===== config.mk =====
export PLATFORM = sky130hd
export DESIGN_NAME = alu_sequencer
export DESIGN_NICKNAME = d
export VERILOG_FILES = /design/src/rtl/alu_sequencer.sv
export SDC_FILE = /design/constraint.sdc
export NUM_CORES = 1
export LEC_CHECK = 0
export BUFFER_PORTS_ARGS = -buffer_cell sky130_fd_sc_hd__buf_2
export CORE_AREA = 10 10 72 74
export CTS_CLUSTER_DIAMETER = 80
export CTS_CLUSTER_SIZE = 25
export DETAILED_ROUTE_END_ITERATION = 8
export DIE_AREA = 0 0 82 84
export PLACE_DENSITY = 0.72
export SLEW_MARGIN = 15
export SYNTH_ARGS = -nofsm -noshare
export SYNTH_HDL_FRONTEND = slang
export SYNTH_SLANG_ARGS = --single-unit

===== constraint.sdc =====
create_clock -name clk -period 2.1 [get_ports clk]
set_input_delay 0.525 -clock clk [delete_from_list [all_inputs] [get_ports clk]]
set_output_delay 0.525 -clock clk [all_outputs]
set_load 0.005 [all_outputs]

===== src/rtl/alu_sequencer.sv =====
// rtl/alu_sequencer.sv - single-command sequencer wrapping a combinational sign-magnitude ALU
module alu_sequencer #(
    parameter int N = 6
) (
    input  logic         clk,
    input  logic         rst,
    input  logic         in_valid,
    output logic         in_ready,
    input  logic [N-1:0] in_a,
    input  logic [N-1:0] in_b,
    input  logic [3:0]   in_op,
    input  logic         in_chain,
    output logic [N-1:0] alu_a,
    output logic [N-1:0] alu_b,
    output logic [3:0]   alu_sel,
    input  logic [N-1:0] alu_out,
    input  logic         alu_z,
    input  logic         alu_o,
    input  logic         alu_ca,
    input  logic         alu_neg,
    output logic         out_valid,
    input  logic         out_ready,
    output logic [N-1:0] result,
    output logic [3:0]   flags,
    output logic         err,
    output logic [7:0]   op_count
);

    typedef enum logic [1:0] {
        IDLE = 2'd0,
        EXEC = 2'd1,
        DONE = 2'd2
    } state_t;

    state_t       state;
    state_t       state_nxt;
    logic [N-1:0] acc;
    logic         accept;
    logic         capture;
    logic         retire;
    logic         op_legal;

    assign accept  = (state == IDLE) && in_valid;
    assign capture = (state == EXEC);
    assign retire  = (state == DONE) && out_ready;

    // Legal op codes are 0000..0101 and 0111..1010
    assign op_legal = (alu_sel <= 4'd5) || ((alu_sel >= 4'd7) && (alu_sel <= 4'd10));

    // State register
    always_ff @(posedge clk or posedge rst) begin
        if (rst) begin
            state <= IDLE;
        end else begin
            state <= state_nxt;
        end
    end

    // Next-state and handshake outputs; the spare encoding falls back to IDLE
    always_comb begin
        state_nxt = state;
        in_ready  = 1'b0;
        out_valid = 1'b0;
        case (state)
            IDLE: begin
                in_ready = 1'b1;
                if (in_valid) begin
                    state_nxt = EXEC;
                end
            end
            EXEC: begin
                state_nxt = DONE;
            end
            DONE: begin
                out_valid = 1'b1;
                if (out_ready) begin
                    state_nxt = IDLE;
                end
            end
            default: begin
                state_nxt = IDLE;
            end
        endcase
    end

    // Operand registers double as the ALU drive, so they hold outside EXEC
    always_ff @(posedge clk or posedge rst) begin
        if (rst) begin
            alu_a   <= '0;
            alu_b   <= '0;
            alu_sel <= 4'd0;
        end else if (accept) begin
            alu_a   <= in_chain ? acc : in_a;
            alu_b   <= in_b;
            alu_sel <= in_op;
        end
    end

    // Capture ALU response at the end of EXEC; illegal ops leave acc untouched
    always_ff @(posedge clk or posedge rst) begin
        if (rst) begin
            result <= '0;
            flags  <= 4'd0;
            err    <= 1'b0;
            acc    <= '0;
        end else if (capture) begin
            if (op_legal) begin
                result <= alu_out;
                flags  <= {alu_z, alu_o, alu_ca, alu_neg};
                err    <= 1'b0;
                acc    <= alu_out;
            end else begin
                result <= '0;
                flags  <= 4'd0;
                err    <= 1'b1;
            end
        end
    end

    // Completed-result counter, wraps naturally at 8 bits
    always_ff @(posedge clk or posedge rst) begin
        if (rst) begin
            op_count <= 8'd0;
        end else if (retire) begin
            op_count <= op_count + 8'd1;
        end
    end

endmodule

==> results of run 1 <==
==> metrics by stage <==
step	instances	util, %
4_1_cts	250	57.9
5_1_grt	250	57.9
3_3_place_gp	242	55.3
3_5_place_dp	242	55.3
2_1_floorplan	125	-
6_report	250	57.9
==> placed cells by master (no fill, tap or decap), types with 2 or more instances in the layout <==
cell and n:
nor2_1 9, dfrtp_1 43, nand2_1 6, clkbuf_8 7, inv_1 2, buf_4 5
a22o_1 10, mux2_2 17, buf_2 67, nor3_1 2, a21oi_1 7, nand2b_1 2
xor2_1 6, mux2i_1 6
==> kinds of logic after synthesis <==
family / after synthesis / synth area share [%]
compound gates: 19 / 8.93
fa+ha+maj: 1 / 0.726
xor+xnor: 7 / 3.56
flops: 43 / 62.4
mux: 24 / 15.5
simple gates: 23 / 6.68
buf+inv: 8 / 2.25
==> cell type report <==
class                   count  area share, %
multi-input cells          74           27.3
well taps                  50           2.80
repair buffers             72           16.7
flip-flops and latches     43           48.2
inverters                   3          0.504
clock buffers               8           4.48
==> final timing paths <==
| kind | startpoint | depth (start not counted) | endpoint |
|---|---|---|---|
| max reg2reg | alu_sel[2]$_DFFE_PP0P_ | 4 | acc[2]$_DFFE_PP0P_ |
| min reg2reg | op_count[7]$_DFFE_PP0P_ | 1 | op_count[7]$_DFFE_PP0P_ |
| max in group asynchronous | rst | 3 | acc[3]$_DFFE_PP0P_ |
| min | rst | 2 | alu_sel[2]$_DFFE_PP0P_ |
| min in group clk | out_ready | 2 | state[1]$_DFFE_PP0P_ |
| max | alu_sel[2]$_DFFE_PP0P_ | 4 | acc[2]$_DFFE_PP0P_ |
==> registers in the layout (all words and copies together) (netlist names) <==
register / flops
alu_sel: 4
op_count: 8
flags: 4
state: 2
result: 6
acc: 6
err: 1
alu_b: 6
alu_a: 6
==> synth_stat cells, types with 2 or more instances <==
| master | n |
|---|---|
| a21oi_1 | 7 |
| a22o_1 | 10 |
| clkbuf_1 | 2 |
| dfrtp_1 | 43 |
| inv_1 | 3 |
| mux2_2 | 17 |
| mux2i_1 | 6 |
| nand2_1 | 6 |
| nand2b_1 | 2 |
| nor2_1 | 9 |
| nor3_1 | 2 |
| xor2_1 | 6 |
==> worst max-delay path, cell delays in order, from the launching register on <==
cell and delay (ns):
dfrtp_1 0.43, mux2_4 0.30, a221oi_4 0.21, buf_4 0.26
mux2_2 0.36
==> routing by layer <==
layer / routed length, microns / part of all wire, % / vias up
met3: 501 / 12 / 7
li1: - / - / 585
met2: 1890 / 46 / 49
met1: 1620 / 40 / 583
met4: 57 / 1.4 / 0
met5: 0 / 0 / -
==> report_power, final <==
part / total, mW / switching (mW) / internal [mW] / leakage [nW]
clock: 0.570 / 0.270 / 0.300 / 0.0515
sequential: 1.47 / 0.263 / 1.21 / 0.526
combinational: 1.16 / 0.509 / 0.654 / 0.574
==> impl_metrics.env, run 1 <==
export IMPL_status="finished, final reports clean"
export IMPL_use_met2_pct=19.3
export IMPL_power_density_nw_per_um2=1440
export IMPL_slew_viol_final=0
export IMPL_yosysUniqueCellTypes=24
export IMPL_busiest_layer="met2"
export IMPL_cts_sinks=43
export IMPL_drive_above_1_share_pct=49.5
export IMPL_drv_cap=0
export IMPL_syn_area_sq_um=1720
export IMPL_synth_avg_cell_area_sq_um=13.8
export IMPL_root_buffer="clkbuf_8"
export IMPL_skew_ns=0.00567
export IMPL_grt_max_degree=24
export IMPL_cts_hold_buf=0
export IMPL_synth_seq_cells=43
export IMPL_post_dp_hpwl_mm=3.24
export IMPL_vias=1224
export IMPL_finalSetupViolations=0
export IMPL_row_count=23
export IMPL_ir_drop_v=0.000569
export IMPL_required_ns=2.28
export IMPL_cts_made_buffers=5
export IMPL_gp_congestion=0.744
export IMPL_hold_violations=0
export IMPL_grt_overflow_total=0
export IMPL_crit_path_max_fanout=17
export IMPL_use_met1_pct=13.9
export IMPL_final_nets=231
export IMPL_cts_resized=0
export IMPL_grt_pass1_vias=1338
export IMPL_crit_type="register to register"
export IMPL_diodes=0
export IMPL_multi_input_area_sq_um=609
export IMPL_ant_nets=0
export IMPL_use_met3_pct=7.54
export IMPL_hold_path_class="input port to async pin"
export IMPL_design_area_sq_um=2230
export IMPL_die_height_microns=84
export IMPL_worstMarginPinSlew_ns=0.774
export IMPL_wl_mm=4.07
export IMPL_clock_fmax_ghz=0.594
export IMPL_antenna_found_initial=0
export IMPL_cts_max_level=2
export IMPL_synth_edf_count=0
export IMPL_setup_tns_ns=0
export IMPL_clk_pin_slew_worst_paths_ns=0.08
export IMPL_post_route_min_period_ns=1.68
export IMPL_die_width_microns=82
export IMPL_syn_inst=125
export IMPL_synth_area_leader_cell="dfrtp_1"
export IMPL_synth_warnings=0
export IMPL_worst_ep_arrival_time_ns=1.87
export IMPL_hold_slack_ns=0.264
export IMPL_grt_use_total_pct=12.6
export IMPL_die_area_sq_um=6890
export IMPL_netlist_area_leader_share_pct=62.4
export IMPL_fin_ws_ns=0.415
export IMPL_regArea_sq_um=1080
export IMPL_placed_cell_area_sq_um=2130
export IMPL_ios=68
export IMPL_total_power_mw=3.21
export IMPL_grt_pass1_wl_mm=6.69
export IMPL_start_util_pct=44.7
export IMPL_ff2ff_setup_slack_ns=0.42
export IMPL_wl_per_cell_microns=16.3
export IMPL_cts_setup_buffers=0
export IMPL_leakage_nw=1.15
export IMPL_yosys_top_cells_area="dfrtp_1 62%, mux2_2 11%, a22o_1 5.1%, mux2i_1 3.5%, xor2_1 3.0%"
export IMPL_dp_slack_ns=0.418
export IMPL_fill_cells=343
export IMPL_core_area_sq_um=3860
export IMPL_max_clock_path_buffers=2
export IMPL_portBuffers=67
export IMPL_seq_area_frac_synth_pct=62.4
export IMPL_post_route_period_util_pct=80.2
export IMPL_synth_ff_type="dfrtp_1"
export IMPL_vias_per_cell=4.90
export IMPL_critPathLaunchType="register"
export IMPL_end_kind="register"
export IMPL_drc_errors=0
export IMPL_drt_iter0_drc=49
export IMPL_rsz0062_at_grt="no"
export IMPL_slew_headroom_pct=48.1
export IMPL_cts_tree="built"
export IMPL_syn_to_final_growth_pct=29.5
export IMPL_insertion_delay_ns=0.29
export IMPL_async_reset_ff_share_pct=100
export IMPL_dr_pass1_iters=4
export IMPL_synth_fp_nets=157
Note: power is estimated with default switching activity, not from simulation.
==> run 2, diff against run 1 <==
==> constraint.sdc (replaced) <==
create_clock -name clk -period 1.7 [get_ports clk]
set_input_delay 0.425 -clock clk [delete_from_list [all_inputs] [get_ports clk]]
set_output_delay 0.425 -clock clk [all_outputs]
set_load 0.005 [all_outputs]
==> impl_metrics.env, run 2 (synthesis results as in run 1) <==
export IMPL_drv_cap=0
export IMPL_grt_use_total_pct=12.2
export IMPL_placed_cell_area_sq_um=2160
export IMPL_post_dp_hpwl_mm=3.28
export IMPL_leakage_nw=1.16
export IMPL_regMostFlops="op_count"
export IMPL_syn_to_final_growth_pct=31.1
export IMPL_die_width_microns=82
export IMPL_grt_pass1_wl_mm=6.60
export IMPL_status="finished, final reports clean"
export IMPL_cts_tree="built"
export IMPL_finalNonFillerCells=253
export IMPL_finalSetupViolations=0
export IMPL_row_count=23
export IMPL_wl_mm=4.15
export IMPL_gp_congestion=0.745
export IMPL_portBuffers=67
export IMPL_required_ns=1.88
export IMPL_slew_headroom_pct=71.0
export IMPL_crit_type="register to register"
export IMPL_clk_pin_slew_worst_paths_ns=0.08
export IMPL_post_route_min_period_ns=1.63
export IMPL_largest_reg_flops=8
export IMPL_die_height_microns=84
export IMPL_worstMarginPinSlew_ns=0.431
export IMPL_hold_violations=0
export IMPL_drc_errors=0
export IMPL_antenna_found_initial=0
export IMPL_slew_viol_final=0
export IMPL_cts_made_buffers=5
export IMPL_wl_per_cell_microns=16.4
export IMPL_drive_above_1_share_pct=49.8
export IMPL_root_buffer="clkbuf_8"
export IMPL_final_nets=234
export IMPL_worstRegToRegCells=4
export IMPL_dr_pass1_iters=4
export IMPL_hold_slack_ns=0.160
export IMPL_ff2ff_setup_slack_ns=0.07
export IMPL_core_area_sq_um=3860
export IMPL_vias_per_cell=4.93
export IMPL_power_density_nw_per_um2=1750
export IMPL_grt_overflow_total=0
export IMPL_cts_resized=0
export IMPL_design_area_sq_um=2260
export IMPL_ios=68
export IMPL_ant_nets=0
export IMPL_layout_common_cells="67 x buf_2, 43 x dfrtp_1, 17 x mux2_2"
export IMPL_worst_ep_arrival_time_ns=1.81
export IMPL_post_route_period_util_pct=95.9
export IMPL_rsz0062_at_grt="no"
export IMPL_diodes=0
export IMPL_max_clock_path_buffers=2
export IMPL_clock_fmax_ghz=0.613
export IMPL_die_area_sq_um=6890
export IMPL_hold_path_class="input port to async pin"
export IMPL_ir_drop_v=0.000919
export IMPL_place_inst=244
export IMPL_start_util_pct=44.7
export IMPL_drt_iter0_drc=46
export IMPL_grt_max_degree=44
export IMPL_grt_pass1_vias=1377
export IMPL_cts_max_level=2
export IMPL_layout_commonest_cell="buf_2"
export IMPL_setup_tns_ns=0
export IMPL_total_power_mw=3.96
export IMPL_crit_path_max_fanout=9
export IMPL_end_kind="register"
export IMPL_insertion_delay_ns=0.29
export IMPL_cts_sinks=43
export IMPL_vias=1247
export IMPL_critPathLaunchType="register"
export IMPL_skew_ns=0.00514
## run 2: timing repair
item / CTS / global route
setup buffers: 1 / 0
hold buffers: 0 / 0
hold endpoints to repair: 0 / 0
endpoints found under the setup margin: 6 / 0
## run 2: metal layers
metal,GRT usage (%),share of wire [%],vias up
met2,20.2,48,51
met1,13.4,40,605
met5,0,0,-
met3,5.60,11,4
li1,-,-,587
met4,3.25,0.60,0
## run 2: report_power, final
part / total (mW) / internal, mW / switching (mW)
Combinational: 1.56 / 0.885 / 0.674
Sequential: 1.80 / 1.49 / 0.302
Clock: 0.608 / 0.288 / 0.319
## run 2: path summary, 6_finish.rpt
kind                                          from                       to
max in group asynchronous                      rst    result[2]$_DFFE_PP0P_
setup reg to reg            alu_sel[0]$_DFFE_PP0P_       acc[3]$_DFFE_PP0P_
hold reg to reg            op_count[7]$_DFFE_PP0P_  op_count[7]$_DFFE_PP0P_
min in group clk                             alu_o     flags[2]$_DFFE_PP0P_
hold / removal                                 rst   alu_sel[1]$_DFFE_PP0P_
setup / recovery            alu_sel[0]$_DFFE_PP0P_       acc[3]$_DFFE_PP0P_
## run 2: worst max-delay path, cell delays in order (launching register included)
cell and delay, ns:
dfrtp_1 0.41, mux2_4 0.32, a221oi_4 0.28, buf_12 0.17, mux2_2 0.34
## run 2: through the flow
| step | util (%) | setup slack (ns) |
|---|---|---|
| 5_1_grt | 58.6 | 0.0294 |
| 6_report | 58.6 | 0.0693 |
| 4_1_cts | 58.6 | 0.0665 |
| 3_3_place_gp | 56.0 | 0.0688 |
| 2_1_floorplan | - | 0.114 |
| 3_5_place_dp | 56.0 | -0.0163 |
## run 2: layout make-up
class / instances / area, sq um
fill: 332 / 1600
sequential: 43 / 1080
multi-input combinational: 74 / 609
timing repair buffer: 75 / 420
clock buffer: 7 / 76.3
tap: 50 / 62.6
inverter: 3 / 11.3
clock inverter: 1 / 5.00
